[src/rtl/vga_text_shifter.sv]
// vga_text_shifter
// Text-mode fetch and pixel serializer for the 32x16 Atom text screen.
// For each displayed scan line it fetches one character code per cell from
// video RAM and looks up that cell's row pattern. The pattern comes from the
// character generator, or from the built-in 2x3 semigraphic block decode.
// Each pattern is then shifted out one pixel per pix_ce tick.
//
// Ports
//   clk          system clock
//   rst_n        asynchronous active-low reset
//   pix_ce       pixel clock enable; all state advances only when high
//   frame_start  resets glyph row and text row (qualified by pix_ce)
//   line_start   starts fetch/serialization of one scan line (qualified by pix_ce)
//   vram_addr    video RAM byte address {text_row, col}
//   vram_data    video RAM data, valid one pix_ce tick after vram_addr
//   cg_addr      {char_q[5:0], glyph_row} to the character generator
//   cg_data      glyph row pattern, MSB = leftmost pixel
//   pixel        serialized pixel (registered)
//   pixel_valid  high while a visible pixel is on pixel
//
// state  | meaning
// IDLE   | no line in progress, outputs blank
// LEAD   | fetching the first cell, outputs still blank
// ACTIVE | shifting out pixels while the next cell is fetched

module vga_text_shifter #(
  parameter int LINES_PER_ROW = 12,
  parameter int COLS          = 32
) (
  input  logic       clk,
  input  logic       rst_n,
  input  logic       pix_ce,
  input  logic       frame_start,
  input  logic       line_start,
  output logic [8:0] vram_addr,
  input  logic [7:0] vram_data,
  output logic [9:0] cg_addr,
  input  logic [7:0] cg_data,
  output logic       pixel,
  output logic       pixel_valid
);

  typedef enum logic [1:0] {S_IDLE, S_LEAD, S_ACTIVE} state_t;

  state_t     r_state, w_state_nxt;
  logic [2:0] r_p;
  logic [5:0] r_col;
  logic [3:0] r_glyph_row;
  logic [3:0] r_text_row;
  logic [7:0] r_char_q;
  logic [7:0] r_pattern_q;
  logic [7:0] r_shreg;
  logic [8:0] r_vram_addr;
  logic       r_pixel;
  logic       r_pixel_valid;

  logic       w_last_cell;
  logic       w_row_adv;
  logic [5:0] w_row_x3;
  logic [5:0] w_band;
  logic       w_blk_l, w_blk_r;
  logic [7:0] w_pattern;

  // The final p=7 of ACTIVE is when the last cell's last pixel goes out; col
  // already points one past the cell being shown, hence the compare with COLS.
  assign w_last_cell = (r_state == S_ACTIVE) && (r_p == 3'd7) && (r_col == 6'(COLS));
  assign w_row_adv   = pix_ce && !line_start && !frame_start && w_last_cell;

  // Semigraphic band: 0 top, 1 middle, 2 bottom third of the text row.
  assign w_row_x3 = 6'(r_glyph_row) * 6'd3;
  assign w_band   = w_row_x3 / 6'(LINES_PER_ROW);

  always_comb begin
    w_blk_l = r_char_q[1];
    w_blk_r = r_char_q[0];
    case (w_band)
      6'd0: begin w_blk_l = r_char_q[5]; w_blk_r = r_char_q[4]; end
      6'd1: begin w_blk_l = r_char_q[3]; w_blk_r = r_char_q[2]; end
      default: ;
    endcase
  end

  assign w_pattern = r_char_q[6] ? {{4{w_blk_l}}, {4{w_blk_r}}}
                                 : (cg_data ^ {8{r_char_q[7]}});

  always_comb begin
    w_state_nxt = r_state;
    if (pix_ce) begin
      if (line_start)
        w_state_nxt = S_LEAD;
      else if (frame_start)
        w_state_nxt = S_IDLE;
      else if (r_state == S_LEAD && r_p == 3'd7)
        w_state_nxt = S_ACTIVE;
      else if (w_last_cell)
        w_state_nxt = S_IDLE;
    end
  end

  always_ff @(posedge clk or negedge rst_n) begin
    if (!rst_n)
      r_state <= S_IDLE;
    else
      r_state <= w_state_nxt;
  end

  always_ff @(posedge clk or negedge rst_n) begin
    if (!rst_n) begin
      r_p           <= '0;
      r_col         <= '0;
      r_glyph_row   <= '0;
      r_text_row    <= '0;
      r_char_q      <= '0;
      r_pattern_q   <= '0;
      r_shreg       <= '0;
      r_vram_addr   <= '0;
      r_pixel       <= 1'b0;
      r_pixel_valid <= 1'b0;
    end else if (pix_ce) begin
      // frame_start wins over row advance; line_start then restarts at row 0
      if (frame_start) begin
        r_glyph_row <= '0;
        r_text_row  <= '0;
      end else if (w_row_adv) begin
        if (r_glyph_row == 4'(LINES_PER_ROW - 1)) begin
          r_glyph_row <= '0;
          r_text_row  <= r_text_row + 4'd1;
        end else begin
          r_glyph_row <= r_glyph_row + 4'd1;
        end
      end

      if (line_start) begin
        r_p           <= '0;
        r_col         <= '0;
        r_shreg       <= '0;
        r_pixel       <= 1'b0;
        r_pixel_valid <= 1'b0;
      end else if (frame_start || r_state == S_IDLE) begin
        r_pixel       <= 1'b0;
        r_pixel_valid <= 1'b0;
      end else begin
        r_p <= r_p + 3'd1;
        case (r_p)
          3'd0: r_vram_addr <= {r_text_row, r_col[4:0]};
          3'd1: r_char_q    <= vram_data;
          3'd2: r_pattern_q <= w_pattern;
          default: ;
        endcase
        if (r_p == 3'd7) begin
          r_shreg <= r_pattern_q;
          r_col   <= r_col + 6'd1;
        end else if (r_state == S_ACTIVE) begin
          r_shreg <= {r_shreg[6:0], 1'b0};
        end
        if (r_state == S_ACTIVE) begin
          r_pixel       <= r_shreg[7];
          r_pixel_valid <= 1'b1;
        end else begin
          r_pixel       <= 1'b0;
          r_pixel_valid <= 1'b0;
        end
      end
    end
  end

  assign vram_addr   = r_vram_addr;
  assign cg_addr     = {r_char_q[5:0], r_glyph_row};
  assign pixel       = r_pixel;
  assign pixel_valid = r_pixel_valid;

endmodule

[config.mk]
export PLATFORM = sky130hd
export DESIGN_NAME = vga_text_shifter
export DESIGN_NICKNAME = d
export VERILOG_FILES = /design/src/rtl/vga_text_shifter.sv
export SDC_FILE = /design/constraint.sdc
export NUM_CORES = 1
export LEC_CHECK = 0
export ABC_AREA = 1
export BUFFER_PORTS_ARGS = -buffer_cell sky130_fd_sc_hd__buf_2
export CORE_MARGIN = 4
export CORE_UTILIZATION = 60
export DETAILED_ROUTE_END_ITERATION = 8
export PLACE_DENSITY = 0.83
export SYNTH_ARGS = -nofsm -noshare
export SYNTH_HDL_FRONTEND = slang
export SYNTH_SLANG_ARGS = --single-unit
[constraint.sdc]
create_clock -name clk -period 5.2 [get_ports clk]
set_input_delay 0.78 -clock clk [delete_from_list [all_inputs] [get_ports clk]]
set_output_delay 0.78 -clock clk [all_outputs]
set_load 0.02 [all_outputs]
# After elaboration in Yosys (flattened, before gate mapping)
# Index checks and enable logic that the tools add are counted.
[op_classes]
n_eq_ne = 9
addsub = 4
muxes = 28
bitwise = 3
n_reduce_logical = 26
div_mod_pow = 1
magnitude_cmp = 0
shifts = 0
mul = 1
[op_table]
columns = ["op", "n"]
rows = [
  ["8-bit two-way mux", 5],
  ["4-bit two-way mux", 6],
  ["6-bit two-way mux", 3],
  ["4-bit AND reduction", 3],
  ["3-bit AND reduction", 3],
  ["4-bit by 1-bit adder with 4-bit output (second input constant)", 2],
  ["2-bit two-way mux", 4],
  ["8-bit XOR", 1],
  ["6-bit by 1-bit adder with 6-bit output (second input constant)", 1],
  ["6-bit by 4-bit divider with 6-bit output (second input constant)", 1],
  ["6-bit by 1-bit == test with 1-bit output (second input constant)", 1],
  ["6-bit == test (second input constant)", 1],
  ["1-bit logical AND", 6],
  ["6-bit zero test", 1],
  ["4-bit by 2-bit multiplier with 6-bit output (second input constant)", 1],
  ["1-bit two-way mux", 6],
  ["3-bit two-way mux", 2],
  ["2-bit AND reduction", 3],
  ["2-bit nonzero test", 3],
  ["4-bit == test (second input constant)", 1],
  ["1-bit case mux with 2 select lines", 2],
  ["4-bit nonzero test", 1],
  ["3-bit by 1-bit adder with 3-bit output (second input constant)", 1],
  ["3-bit by 1-bit == test with 1-bit output (second input constant)", 1],
  ["other kinds (11)", 13],
]
[word_totals]
latch_bits = 0
memories = 0
romBits = 0
elab_cells = 83
register_bits = 54
out_inout_bits = 21
ramBits = 0

# Logic depth before layout (Yosys ltp)
[logic_depth]
ltp_word = 7
ltp_mapped = 14

# Worst setup path after synthesis
# No wires, ideal clock.
[synth_path]
path_type = "register -> register"
from = "register r_glyph_row[1]"
to = "register r_pattern_q[4]"
path_slack_ps = 3070
t_required_ps = 5123
stages_incl_launch_ff = 14
setup_ps = 77
arrival_ps = 2053
path_cell_list = "dfrtp_1 -> ha_1 -> inv_1 -> fa_1 -> inv_1 -> nand2_1 -> nand2_1 -> inv_1 -> or2_2 -> nand3_1 -> nand3_1 -> nand3_1 -> nand2_1 -> a21oi_1"
[synth_via]
elab_chain_cells = 5
word_cells_on_any_way = 6
classes_between = "mul: 1; div: 1; eq/ne: 1; mux: 2; reduce/logical: 1"
[synth_rtl]
columns = ["item", "line", "rtl"]
rows = [
  ["start: declaration", "48", "logic [3:0] r_glyph_row;"],
  ["start signal: assignment", "129", "r_glyph_row <= r_glyph_row + 4'd1;"],
  ["4-bit by 2-bit multiplier with 6-bit output *", "70", "assign w_row_x3 = 6'(r_glyph_row) * 6'd3;"],
  ["6-bit by 4-bit divider with 6-bit output *", "71", "assign w_band = w_row_x3 / 6'(LINES_PER_ROW);"],
  ["6-bit by 1-bit == test with 1-bit output / 6-bit zero test (equally long branches)", "76", "case (w_band)"],
  ["1-bit case mux with 2 select lines *", "76", ""],
  ["8-bit two-way mux *", "83", "assign w_pattern = r_char_q[6] ? {{4{w_blk_l}}, {4{w_blk_r}}}"],
  ["end signal: assignment", "147", "3'd2: r_pattern_q <= w_pattern;"],
  ["end: declaration", "51", "logic [7:0] r_pattern_q;"],
]
# Mark *: on every way between the ends. The rest lies on a longest branch, timed or not.
# A chain may end at the register's enable or synchronous reset.

# Worst setup path in the final report
[layout_path]
from = "register r_glyph_row[0]"
to = "register r_pattern_q[6]"
# Same word-level chain as after synthesis.

==> reports/metrics.cfg <==
[status]
status = complete, no violations

[placed_design]
hpwl_mm = 3.93
dp.cells = 410
portBuffers = 41
place_area_um2 = 3100
place_congestion = 0.784
place_ws_ns = 2.89

[global_routing]
grt_util_all_layers = 0.191
grt_pass1_vias = 2223
grt.overflow.total = 0
grt_max_degree = 55
grt_pass1_wl_mm = 9.43
antenna_found_initial = 0

[routing]
firstDrtPassIters = 4
wl_met1_mm = 2.47
wl_met2_mm = 2.49
num_vias = 2232
wl_met3_um = 228
wl_mm = 5.26
drt_iter0_drc = 134
post_drt_wl_per_cell_um = 12.6
antenna_left = 0
top_layer_used = met4
vias_per_cell = 5.35
drc_errors = 0

[final_layout]
final_common_cell = dfrtp_1
synthToLayoutAreaGrowth_pct = 11.1
antenna_cells = 0
final_cell_mix = dfrtp_1, nand2_1, inv_1, buf_2, o21ai_0
fin_area_um2 = 3200
drive_above_1_share = 0.197
fin_nets = 402
fillers = 353
fin_cells = 417
final_core_util = 0.711

[floorplanning]
start_util = 0.640
rows = 24
core_area_um2 = 4500
die_width_um = 77.3
die_h_um = 77.3
io_pins = 42
die-area_um2 = 5980

[logic_synthesis]
ys_seq_elements = 54
synth_nets = 362
synthTopCellsByArea = dfrtp_1, o21ai_0, nand2_1
synthDistinctLibCells = 38
syn-instance-count = 325
synth_edf_count = 0
synth_ff_type = dfrtp_1
synth_seq_area_share = 0.469
ys_warn_count = 0
syn_avg_cell_area_um2 = 8.87
synth_top_area_share = 0.469
async_flop_share = 1.00
netlist_area_um2 = 2880
synth_area_leader_cell = dfrtp_1

[cts]
cts_tree = built
cts_resized = 0
clk_path_buf_depth = 2
clkSinkCount = 54
clkTransAtPathRegs_ns = 0.10
ctsRootBufferMaster = clkbuf_8
cts_setup_buffers = 0
cts_buffers = 5
postCtsHoldBufs = 0
cts_max_level = 2
clkLatencyLatePin_ns = 0.31

[timing]
max_freq_ghz = 0.441
setup_slack_ns = 2.93
finalSetupViolCount = 0
hold_viol = 0
min_period_ns = 2.27
setup-tns-final_ns = 0
slew_headroom = 0.377
grt_setup_unrepaired = no
slew_viol_final = 0
skew_ns = 0.0109
fin_crit_sh = 0.436
worst_slew_pin_slew_ns = 0.934

[job]
drv_cap = 0

[worst_setup_path]
startpoint_type = flop
crit_chain = ha_1 > inv_1 > fa_1 > inv_1 > nand2_1 > nand2_1 > inv_1 > or2_2 > nand3_1 > nand3_1 > nand3_1 > nand2_1 > a21oi_1
cp_top_family = simple AND/OR/NAND/NOR gates
crit_fanout = 4
end_kind = flop
required_ns = 5.44
cp.arrival_ns = 2.51
critPathKind = flop to flop
path_buf_inv = 3
cp_slowest_stage_delay_ns = 0.40
cp_slowest_cell = dfrtp_1

[worst_hold_path]
holdCritPathClass = flop to flop

[pwr]
p_leak_uw = 0.00167
powerDensity_nw_per_um2 = 310
vdd_drop_max_mv = 0.191

==> per-stage QoR <==
stage | power [uW] | hold WS [ns]
5_1_grt | 1050 | 0.525
3_5_place_dp | 724 | 0.469
2_1_floorplan | 656 | 0.465
6_report | 991 | 0.492
4_1_cts | 1000 | 0.492
3_3_place_gp | 714 | 0.462
==> worst min-delay path, cell delays in order (launching register included) <==
cell and delay, ns:
dfrtp_1 0.35, nand2_1 0.05, o21ai_0 0.06
==> routing by layer <==
layer,track usage,vias to the layer above
met4,0.0605,0
li1,-,1141
met3,0.0457,8
met5,0,-
met1,0.237,1037
met2,0.329,46
==> layout make-up <==
type,count,area (um2),area share
sequential,54,1350,0.422
multi-input combinational,218,1300,0.406
timing repair buffer,42,213,0.0664
inverter,44,165,0.0516
clock buffer,5,68.8,0.0215
tap,52,65.1,0.0203
clock inverter,2,38.8,0.0121
==> state kept, by name (all words and copies together), names as in the netlist <==
signal	cells
r_state	2
r_shreg	8
r_text_row	4
r_p	3
pixel	1
r_glyph_row	4
vram_addr	9
r_col	6
r_pattern_q	8
pixel_valid	1
r_char_q	8
==> final timing paths <==
kind / endpoint / slack, ns / from / depth (start not counted)
worst max-delay path: r_pattern_q[6] / 2.93 / r_glyph_row[0] / 13
worst min-delay path: vram_addr[5] / 0.49 / vram_addr[5] / 2
worst max register to register: r_pattern_q[6] / 2.93 / r_glyph_row[0] / 13
worst min register to register: vram_addr[5] / 0.49 / vram_addr[5] / 2
max in group asynchronous: r_char_q[5] / 4.17 / rst_n / 2
min in group asynchronous: r_glyph_row[0] / 0.58 / rst_n / 2
==> Yosys cell counts, types with 2 or more instances <==
| master | n |
|---|---|
| nand2_1 | 52 |
| nand2_4 | 2 |
| a21oi_1 | 24 |
| nand3_4 | 3 |
| dfrtp_1 | 54 |
| nand4_1 | 3 |
| o2111ai_1 | 2 |
| nor2_1 | 25 |
| nand3_1 | 17 |
| buf_4 | 6 |
| o21ai_0 | 40 |
| o31ai_1 | 2 |
| nand2_2 | 2 |
| nor3_1 | 3 |
| mux2_2 | 10 |
| ha_1 | 15 |
| o21ai_1 | 2 |
| inv_1 | 43 |
==> logic make-up after synthesis <==
kind of cell / after synthesis / share of synthesized area
DFF: 54 / 0.469
and+or+nand+nor: 114 / 0.191
xor gates and xnor gates: 2 / 0.00608
muxes: 10 / 0.0391
AOI/OAI and AO/OA: 76 / 0.143
adders and majority gates: 16 / 0.0720
buffers and inverters: 53 / 0.0799
==> power breakdown <==
group          switching (uW)  internal (uW)  total, uW
clock network             135            142        277
logic                     132           76.7        208
registers                37.4            469        506
total                     304            687        991
Note: power is estimated with default switching activity, not from simulation.
